**config.mk**
```make
export PLATFORM = sky130hd
export DESIGN_NAME = guess_controller
export DESIGN_NICKNAME = d
export VERILOG_FILES = /design/src/rtl/guess_controller.sv
export SDC_FILE = /design/constraint.sdc
export NUM_CORES = 1
export LEC_CHECK = 0
export ABC_AREA = 1
export CAP_MARGIN = 20
export CORE_AREA = 10 10 96 98
export DETAILED_ROUTE_END_ITERATION = 10
export DIE_AREA = 0 0 106 108
export GPL_ROUTABILITY_DRIVEN = 0
export PLACE_DENSITY = 0.86
export SYNTH_ARGS = -nofsm -noshare
export SYNTH_HDL_FRONTEND = slang
export SYNTH_SLANG_ARGS = --single-unit
```
**constraint.sdc**
```tcl
create_clock -name clk -period 3.25 [get_ports clk]
set_input_delay 0.325 -clock clk [delete_from_list [all_inputs] [get_ports clk]]
set_output_delay 0.325 -clock clk [all_outputs]
set_load 0.01 [all_outputs]
```
**src/rtl/guess_controller.sv**
```systemverilog
// guess_controller: letter-guessing game sequencer for a 5-letter secret word.
// Accepts one ASCII guess at a time, reports hit mask / mistake pulses and
// tracks revealed positions and mistakes until a win or a loss.
// Optional build macro: GUESS_DUP_FILTER_EN adds a used-letter mask that
// rejects a letter that was already accepted in the current game.
module guess_controller (
    input  logic        clk,
    input  logic        nRst,
    input  logic        new_game,
    input  logic [39:0] word_in,
    input  logic        guess_valid,
    input  logic [7:0]  guess_letter,
    output logic        guess_ready,
    output logic        guess_reject,
    output logic [7:0]  letter,
    output logic [4:0]  indexCorrect,
    output logic        mistake,
    output logic [2:0]  numMistake,
    output logic [2:0]  correct,
    output logic        gameEnd_host,
    output logic        win,
    output logic        lose
);

    localparam int unsigned CHAR_W      = 8;
    localparam int unsigned NPOS        = 5;
    localparam int unsigned CNT_W       = 3;
    localparam int unsigned MAX_MISTAKE = 6;
    localparam logic [7:0]  ASCII_A     = 8'h41;
    localparam logic [7:0]  ASCII_Z     = 8'h5A;

    typedef enum logic [2:0] {
        IDLE   = 3'd0,
        CLEAR  = 3'd1,
        PLAY   = 3'd2,
        CHECK  = 3'd3,
        UPDATE = 3'd4,
        WIN    = 3'd5,
        LOSE   = 3'd6
    } state_t;

    state_t              state;
    state_t              next_state;
    logic [NPOS*CHAR_W-1:0] word_q;
    logic [NPOS-1:0]     revealed;
    logic [NPOS-1:0]     hit_c;
    logic                accept_c;
    logic                alpha_c;
    logic                dup_c;
    logic                reject_d;
    logic [NPOS-1:0]     index_d;
    logic                mistake_d;
    logic                clear_d;
    logic                win_d;
    logic                lose_d;
    logic [CNT_W-1:0]    correct_upd_c;
    logic [CNT_W-1:0]    mistake_upd_c;

    function automatic logic [CNT_W-1:0] popcount5(input logic [NPOS-1:0] v);
        logic [CNT_W-1:0] s;
        s = '0;
        for (int i = 0; i < NPOS; i++) s = s + CNT_W'(v[i]);
        return s;
    endfunction

    // A guess is taken only in PLAY and never alongside a new_game request
    assign accept_c = guess_valid && (state == PLAY) && !new_game;
    assign alpha_c  = (guess_letter >= ASCII_A) && (guess_letter <= ASCII_Z);

`ifdef GUESS_DUP_FILTER_EN
    logic [25:0] used;
    logic [4:0]  guess_idx_c;
    logic [4:0]  check_idx_c;

    // Letter-to-mask index; non-letters map to 0 and are rejected anyway
    always_comb begin
        guess_idx_c = alpha_c ? 5'(guess_letter - ASCII_A) : 5'd0;
        check_idx_c = ((letter >= ASCII_A) && (letter <= ASCII_Z)) ? 5'(letter - ASCII_A) : 5'd0;
        dup_c       = alpha_c && used[guess_idx_c];
    end

    // Used-letter mask: cleared on a new game, set when a guess survives CHECK
    always_ff @(posedge clk or negedge nRst) begin
        if (!nRst) begin
            used <= '0;
        end else if (next_state == CLEAR) begin
            used <= '0;
        end else if ((state == CHECK) && !guess_reject) begin
            used[check_idx_c] <= 1'b1;
        end
    end
`else
    assign dup_c = 1'b0;
`endif

    // Per-position compare of the registered guess against the secret word
    always_comb begin
        hit_c = '0;
        for (int i = 0; i < NPOS; i++) begin
            hit_c[i] = (letter == word_q[i*CHAR_W +: CHAR_W]);
        end
    end

    // Counter values that UPDATE commits
    always_comb begin
        correct_upd_c = correct + popcount5(indexCorrect & ~revealed);
        mistake_upd_c = numMistake;
        if (mistake && (numMistake != CNT_W'(MAX_MISTAKE))) begin
            mistake_upd_c = numMistake + CNT_W'(1);
        end
    end

    // State register
    always_ff @(posedge clk or negedge nRst) begin
        if (!nRst) state <= IDLE;
        else       state <= next_state;
    end

    // Next-state logic; new_game overrides everything
    always_comb begin
        next_state = state;
        if (new_game) begin
            next_state = CLEAR;
        end else begin
            case (state)
                IDLE:    next_state = IDLE;
                CLEAR:   next_state = PLAY;
                PLAY:    if (accept_c) next_state = CHECK;
                CHECK:   next_state = guess_reject ? PLAY : UPDATE;
                UPDATE: begin
                    if (correct_upd_c == CNT_W'(NPOS))            next_state = WIN;
                    else if (mistake_upd_c == CNT_W'(MAX_MISTAKE)) next_state = LOSE;
                    else                                           next_state = PLAY;
                end
                WIN:     next_state = WIN;
                LOSE:    next_state = LOSE;
                default: next_state = IDLE;
            endcase
        end
    end

    // Output decode: guess_ready is combinational, the rest feed registers
    always_comb begin
        guess_ready = (state == PLAY);
        reject_d    = accept_c && (!alpha_c || dup_c);
        index_d     = (next_state == UPDATE) ? hit_c : '0;
        mistake_d   = (next_state == UPDATE) && (hit_c == '0);
        clear_d     = (next_state == CLEAR);
        win_d       = (next_state == WIN);
        lose_d      = (next_state == LOSE);
    end

    // Registered outputs, secret word and game counters
    always_ff @(posedge clk or negedge nRst) begin
        if (!nRst) begin
            guess_reject <= 1'b0;
            letter       <= '0;
            indexCorrect <= '0;
            mistake      <= 1'b0;
            numMistake   <= '0;
            correct      <= '0;
            gameEnd_host <= 1'b0;
            win          <= 1'b0;
            lose         <= 1'b0;
            word_q       <= '0;
            revealed     <= '0;
        end else begin
            guess_reject <= reject_d;
            indexCorrect <= index_d;
            mistake      <= mistake_d;
            gameEnd_host <= clear_d;
            win          <= win_d;
            lose         <= lose_d;
            if (new_game) word_q <= word_in;
            if (accept_c) letter <= guess_letter;
            if (next_state == CLEAR) begin
                numMistake <= '0;
                correct    <= '0;
                revealed   <= '0;
            end else if (state == UPDATE) begin
                numMistake <= mistake_upd_c;
                correct    <= correct_upd_c;
                revealed   <= revealed | indexCorrect;
            end
        end
    end

endmodule

```
==> impl.org <==
** Routing
- The detail route stage leaves a number of antenna-violating nets equal to 0.
- Post-detailed-route DRC marker count :: 0
- Dividing the detail-routed wire length by the instance count gives 14.8 um.
- For this block, the routed nets add up to 9.24 mm of wire.
- The first TritonRoute pass finished after 4 iterations.
- Using the TritonRoute via totals, the vias-per-cell ratio works out to 4.95.
- Number of DRC markers after the initial detailed-route iteration :: 248
- The final route contains 3091 vias.

** CTS
- In this run the clock root is driven by a sky130_fd_sc_hd__clkbuf_8.
- Clock transition at the register clock pins on the worst setup and hold paths after CTS :: 80 ps
- Clock latency on the worst-skew pair :: 360 ps
- TritonCTS built the clock tree.
- Number of sinks handled by clock tree synthesis :: 72
- Total clock buffers created by CTS :: 9
- The H-tree was split into 3 levels.
- Clock tree buffer depth :: 2

** Synth
- Fraction of synthesized cell area in xor and xnor cells :: 6.75%
- Area share of fa/ha/maj cells after synthesis :: 3.03%
- Syn_area_per_cell :: 8.16 um^2
- For this run, asynchronously set or reset flops after synthesis account for 100%.
- Mux share of post-synthesis cell area :: 0.620%
- Of the total synthesized cell area, the portion taken by AND, OR, NAND and NOR gates is 26.7%.
- The synthesized design contains 0 enable-type register cells.
- Mapped Area :: 3630 um^2
- The commonest cells after synthesis are sky130_fd_sc_hd__nand2_1 (165), sky130_fd_sc_hd__dfrtp_1 (72), sky130_fd_sc_hd__inv_1 (45).
- Fraction of the mapped netlist area in compound gates :: 5.82%
- Number of distinct library cells after synthesis :: 28
- Prevailing post-synth register cell :: sky130_fd_sc_hd__dfrtp_1
- The synthesized design contains 72 register bits.
- The synthesized design spends more area on one cell type than any other, namely sky130_fd_sc_hd__dfrtp_1.
- Synthesis produced 445 cells.
- By area, the combinational part of the netlist is dominated by simple AND/OR/NAND/NOR gates.
- By area the synthesized netlist is led by sky130_fd_sc_hd__dfrtp_1 (50%), sky130_fd_sc_hd__nand2_1 (17%), sky130_fd_sc_hd__xnor2_1 (5.3%).
- By instance count, the leading cell after synthesis is sky130_fd_sc_hd__nand2_1.
- For this run, the register share of the synthesized area comes to 49.6%.
- Number of nets in the synthesized netlist :: 504
- Area share of the largest cell type after synthesis :: 49.6%
- Warning count from the yosys run :: 0

** Cells and area
- Total inserted antenna cells :: 0
- The layout has 643 filler cells.
- Combined area of the multi-input logic cells :: 1590 um^2
- The area growth from synthesis to layout is 30.6%.
- FF+latch area :: 1800 um^2
- Final core utilization :: 63.7%
- Final nets :: 576
- Fraction of final layout cells with drive strength greater than 1 :: 9.20%

** STA
- Static timing analysis puts the maximum clock frequency at 321 MHz.
- The worst pin sits at a relative slew slack of 49.9%.
- Final Hold Violating Endpoints :: 0
- The tightest hold path in the finished design has a slack of 376 ps.
- RSZ-0062 raised after global routing :: no
- Worst Slack Setup Final :: 137 ps
- Number of endpoints failing setup at the final stage :: 0
- Final worst clock skew :: 16.3 ps
- At the pin with the least slew margin, the transition time is 750 ps.
- Slew Limit Fails :: 0
- After layout, the worst path uses 95.8% of the clock period.
- Period minus WS final :: 3110 ps

** Power
- In this run, the combinational gates consume 21.6% of the power.
- Net switching is 29.7% of the power.
- For this design the static power due to leakage is 2.25 nW.
- Sequential power share :: 44.3%
- Peak supply drop :: 0.288 mV
- Net switching power :: 0.000762 W
- The completed layout was analyzed and its total power is 0.00256 W.
- In this run the power density over the cells is 540 nW/um^2.
- The internal portion of the total power is 0.00180 W.
- Clock power frac :: 34.2%

** Setup path
- Of all nets on the critical path, the largest fanout is 6.
- Req. time, crit path :: 3530 ps
- Worst Setup Start Kind :: flip-flop
- STA classifies the critical path endpoint as a flip-flop.
- Endpoint of the worst-slack reg-to-reg timing path :: indexCorrect[2]$_DFF_PN0_
- FF-to-FF setup slack :: 140 ps
- For the worst flop-to-flop path, the logic depth is 13.
- Arrival time reported for the critical path endpoint :: 3390 ps
- By startpoint and endpoint, the worst setup path is classified as reg2reg.
- In this run the critical register-to-register path is launched from revealed[2]$_DFFE_PN0P_.

** Run status
- Result of the run :: complete, no violations

** Floorplanning
- Num ports :: 77
- Height of the die :: 108 um
- The floorplan has 32 rows.
- Initial core utilization :: 48.8%
- Die boundary width :: 106 um
- Total die area :: 11400 um^2
- Core area :: 7450 um^2

** Placed design
- Once detailed placement completed, the half-perimeter wirelength came to 6.87 mm.
- Worst slack at placement :: -11.8 ps
- Buffers placed on the I/O ports in this run total 76.

** Global routing
- Vias in the first global route :: 3244
- Global-route wire length before repair :: 15.6 mm
- Global routing finished with a remaining overflow of 0.
- Entering global routing, the biggest net connects 59 pins.
- Global Route Usage Sum :: 16.8%
- The initial antenna violation count is 0.

** Run
- The tool flagged a number of max-cap violations equal to 0.

** Worst hold path
- Path type of the worst min-delay path :: in2async
[cells in the final DEF, fill, tap and decap left out, types with 2 or more instances in the layout]
cell,instances
sky130_fd_sc_hd__a21oi_1,13
sky130_fd_sc_hd__buf_2,2
sky130_fd_sc_hd__buf_4,3
sky130_fd_sc_hd__bufinv_16,3
sky130_fd_sc_hd__clkbuf_8,10
sky130_fd_sc_hd__clkdlybuf4s50_1,74
sky130_fd_sc_hd__dfrtp_1,72
sky130_fd_sc_hd__fa_1,2
sky130_fd_sc_hd__ha_1,3
sky130_fd_sc_hd__inv_1,45
sky130_fd_sc_hd__inv_2,2
sky130_fd_sc_hd__mux2_2,2
sky130_fd_sc_hd__nand2_1,165
sky130_fd_sc_hd__nand2_2,4
sky130_fd_sc_hd__nand3_1,14
sky130_fd_sc_hd__nand3_2,4
sky130_fd_sc_hd__nand4_1,7
sky130_fd_sc_hd__nor2_1,20
sky130_fd_sc_hd__nor2_2,7
sky130_fd_sc_hd__nor3_1,2
sky130_fd_sc_hd__nor3_2,2
sky130_fd_sc_hd__o21a_1,2
sky130_fd_sc_hd__o21ai_0,18
sky130_fd_sc_hd__o21ai_1,6
sky130_fd_sc_hd__xnor2_1,22
sky130_fd_sc_hd__xor2_1,6
[registers in the layout, indices dropped and copies added (netlist names)]
register	flops
correct	3
numMistake	3
indexCorrect	5
win	1
letter	8
mistake	1
word_q	40
state	3
gameEnd_host	1
guess_reject	1
lose	1
revealed	5
[worst max-delay path: stages, from the launching register on]
cell and delay [ps]:
sky130_fd_sc_hd__dfrtp_1 370, sky130_fd_sc_hd__inv_1 70, sky130_fd_sc_hd__nand2_1 70, sky130_fd_sc_hd__fa_1 470, sky130_fd_sc_hd__fa_1 510, sky130_fd_sc_hd__inv_1 50, sky130_fd_sc_hd__ha_2 190, sky130_fd_sc_hd__fa_2 560
sky130_fd_sc_hd__nor2_2 50, sky130_fd_sc_hd__nand3_2 100, sky130_fd_sc_hd__nor2_1 70, sky130_fd_sc_hd__nor2_2 210, sky130_fd_sc_hd__nand4_4 180, sky130_fd_sc_hd__nor2_2 160
[worst max-delay path by stage]
| stage | from | cells after the start | slack [ps] | endpoint |
|---|---|---|---|---|
| after floorplan | indexCorrect[0]$_DFF_PN0_ | 11 | 310 | indexCorrect[0]$_DFF_PN0_ |
| after global placement | revealed[0]$_DFFE_PN0P_ | 12 | 200 | indexCorrect[2]$_DFF_PN0_ |
| after detailed placement | revealed[0]$_DFFE_PN0P_ | 12 | -10 | indexCorrect[2]$_DFF_PN0_ |
| after CTS | revealed[0]$_DFFE_PN0P_ | 14 | 0.3 | indexCorrect[4]$_DFF_PN0_ |
| after global routing | revealed[2]$_DFFE_PN0P_ | 13 | 10 | indexCorrect[2]$_DFF_PN0_ |
| final | revealed[2]$_DFFE_PN0P_ | 13 | 140 | indexCorrect[2]$_DFF_PN0_ |
[layout make-up]
cell class / count / share of cell area, %
clock buffers: 11 / 2.98
flip-flops and latches: 72 / 38.0
multi-input cells: 306 / 33.5
well taps: 102 / 2.69
repair buffers: 81 / 16.9
inverters: 47 / 3.72
clock inverters: 5 / 2.19
[power groups by stage]
stage	sequential (W)	clock [W]	combinational (W)
global route	0.00115	0.000925	0.000622
global placement	0.00114	0	0.000527
detailed placement	0.00115	0	0.000550
floorplan	0.00106	0	0.000391
CTS	0.00113	0.000887	0.000558
finish	0.00113	0.000875	0.000553
[logic make-up after synthesis]
kind of cell	count (synthesis)
mux	2
compound gates	41
simple gates	228
fa+ha+maj	7
buf+inv	67
xor+xnor	28
flops	72
[metrics by stage]
step                      TNS (ps)  area [um^2]  cells
after floorplan                  0         3630    445
after global placement           0         4440    606
after detailed placement     -11.8         4460    607
after CTS                        0         4730    624
after global routing             0         4740    624
final                            0         4740    624
[repair_timing]
item	4_1_cts	5_1_grt
hold buffers	1	0
pin swaps	1	9
endpoints found under the setup margin	4	8
buffers inserted	0	0
gates resized for setup	3	6
endpoints found under the hold margin	10	0
[metal layers]
layer / routed length (um) / share of wire (%) / GRT usage (%) / up-vias
met4: 96 / 1.0 / 5.32 / 0
met2: 4860 / 53 / 29.9 / 112
met1: 3590 / 39 / 19.1 / 1452
met3: 700 / 7.6 / 5.00 / 12
met5: 0 / 0 / 0 / -
li1: - / - / - / 1515
No activity file was read; power rests on OpenSTA's default activity.
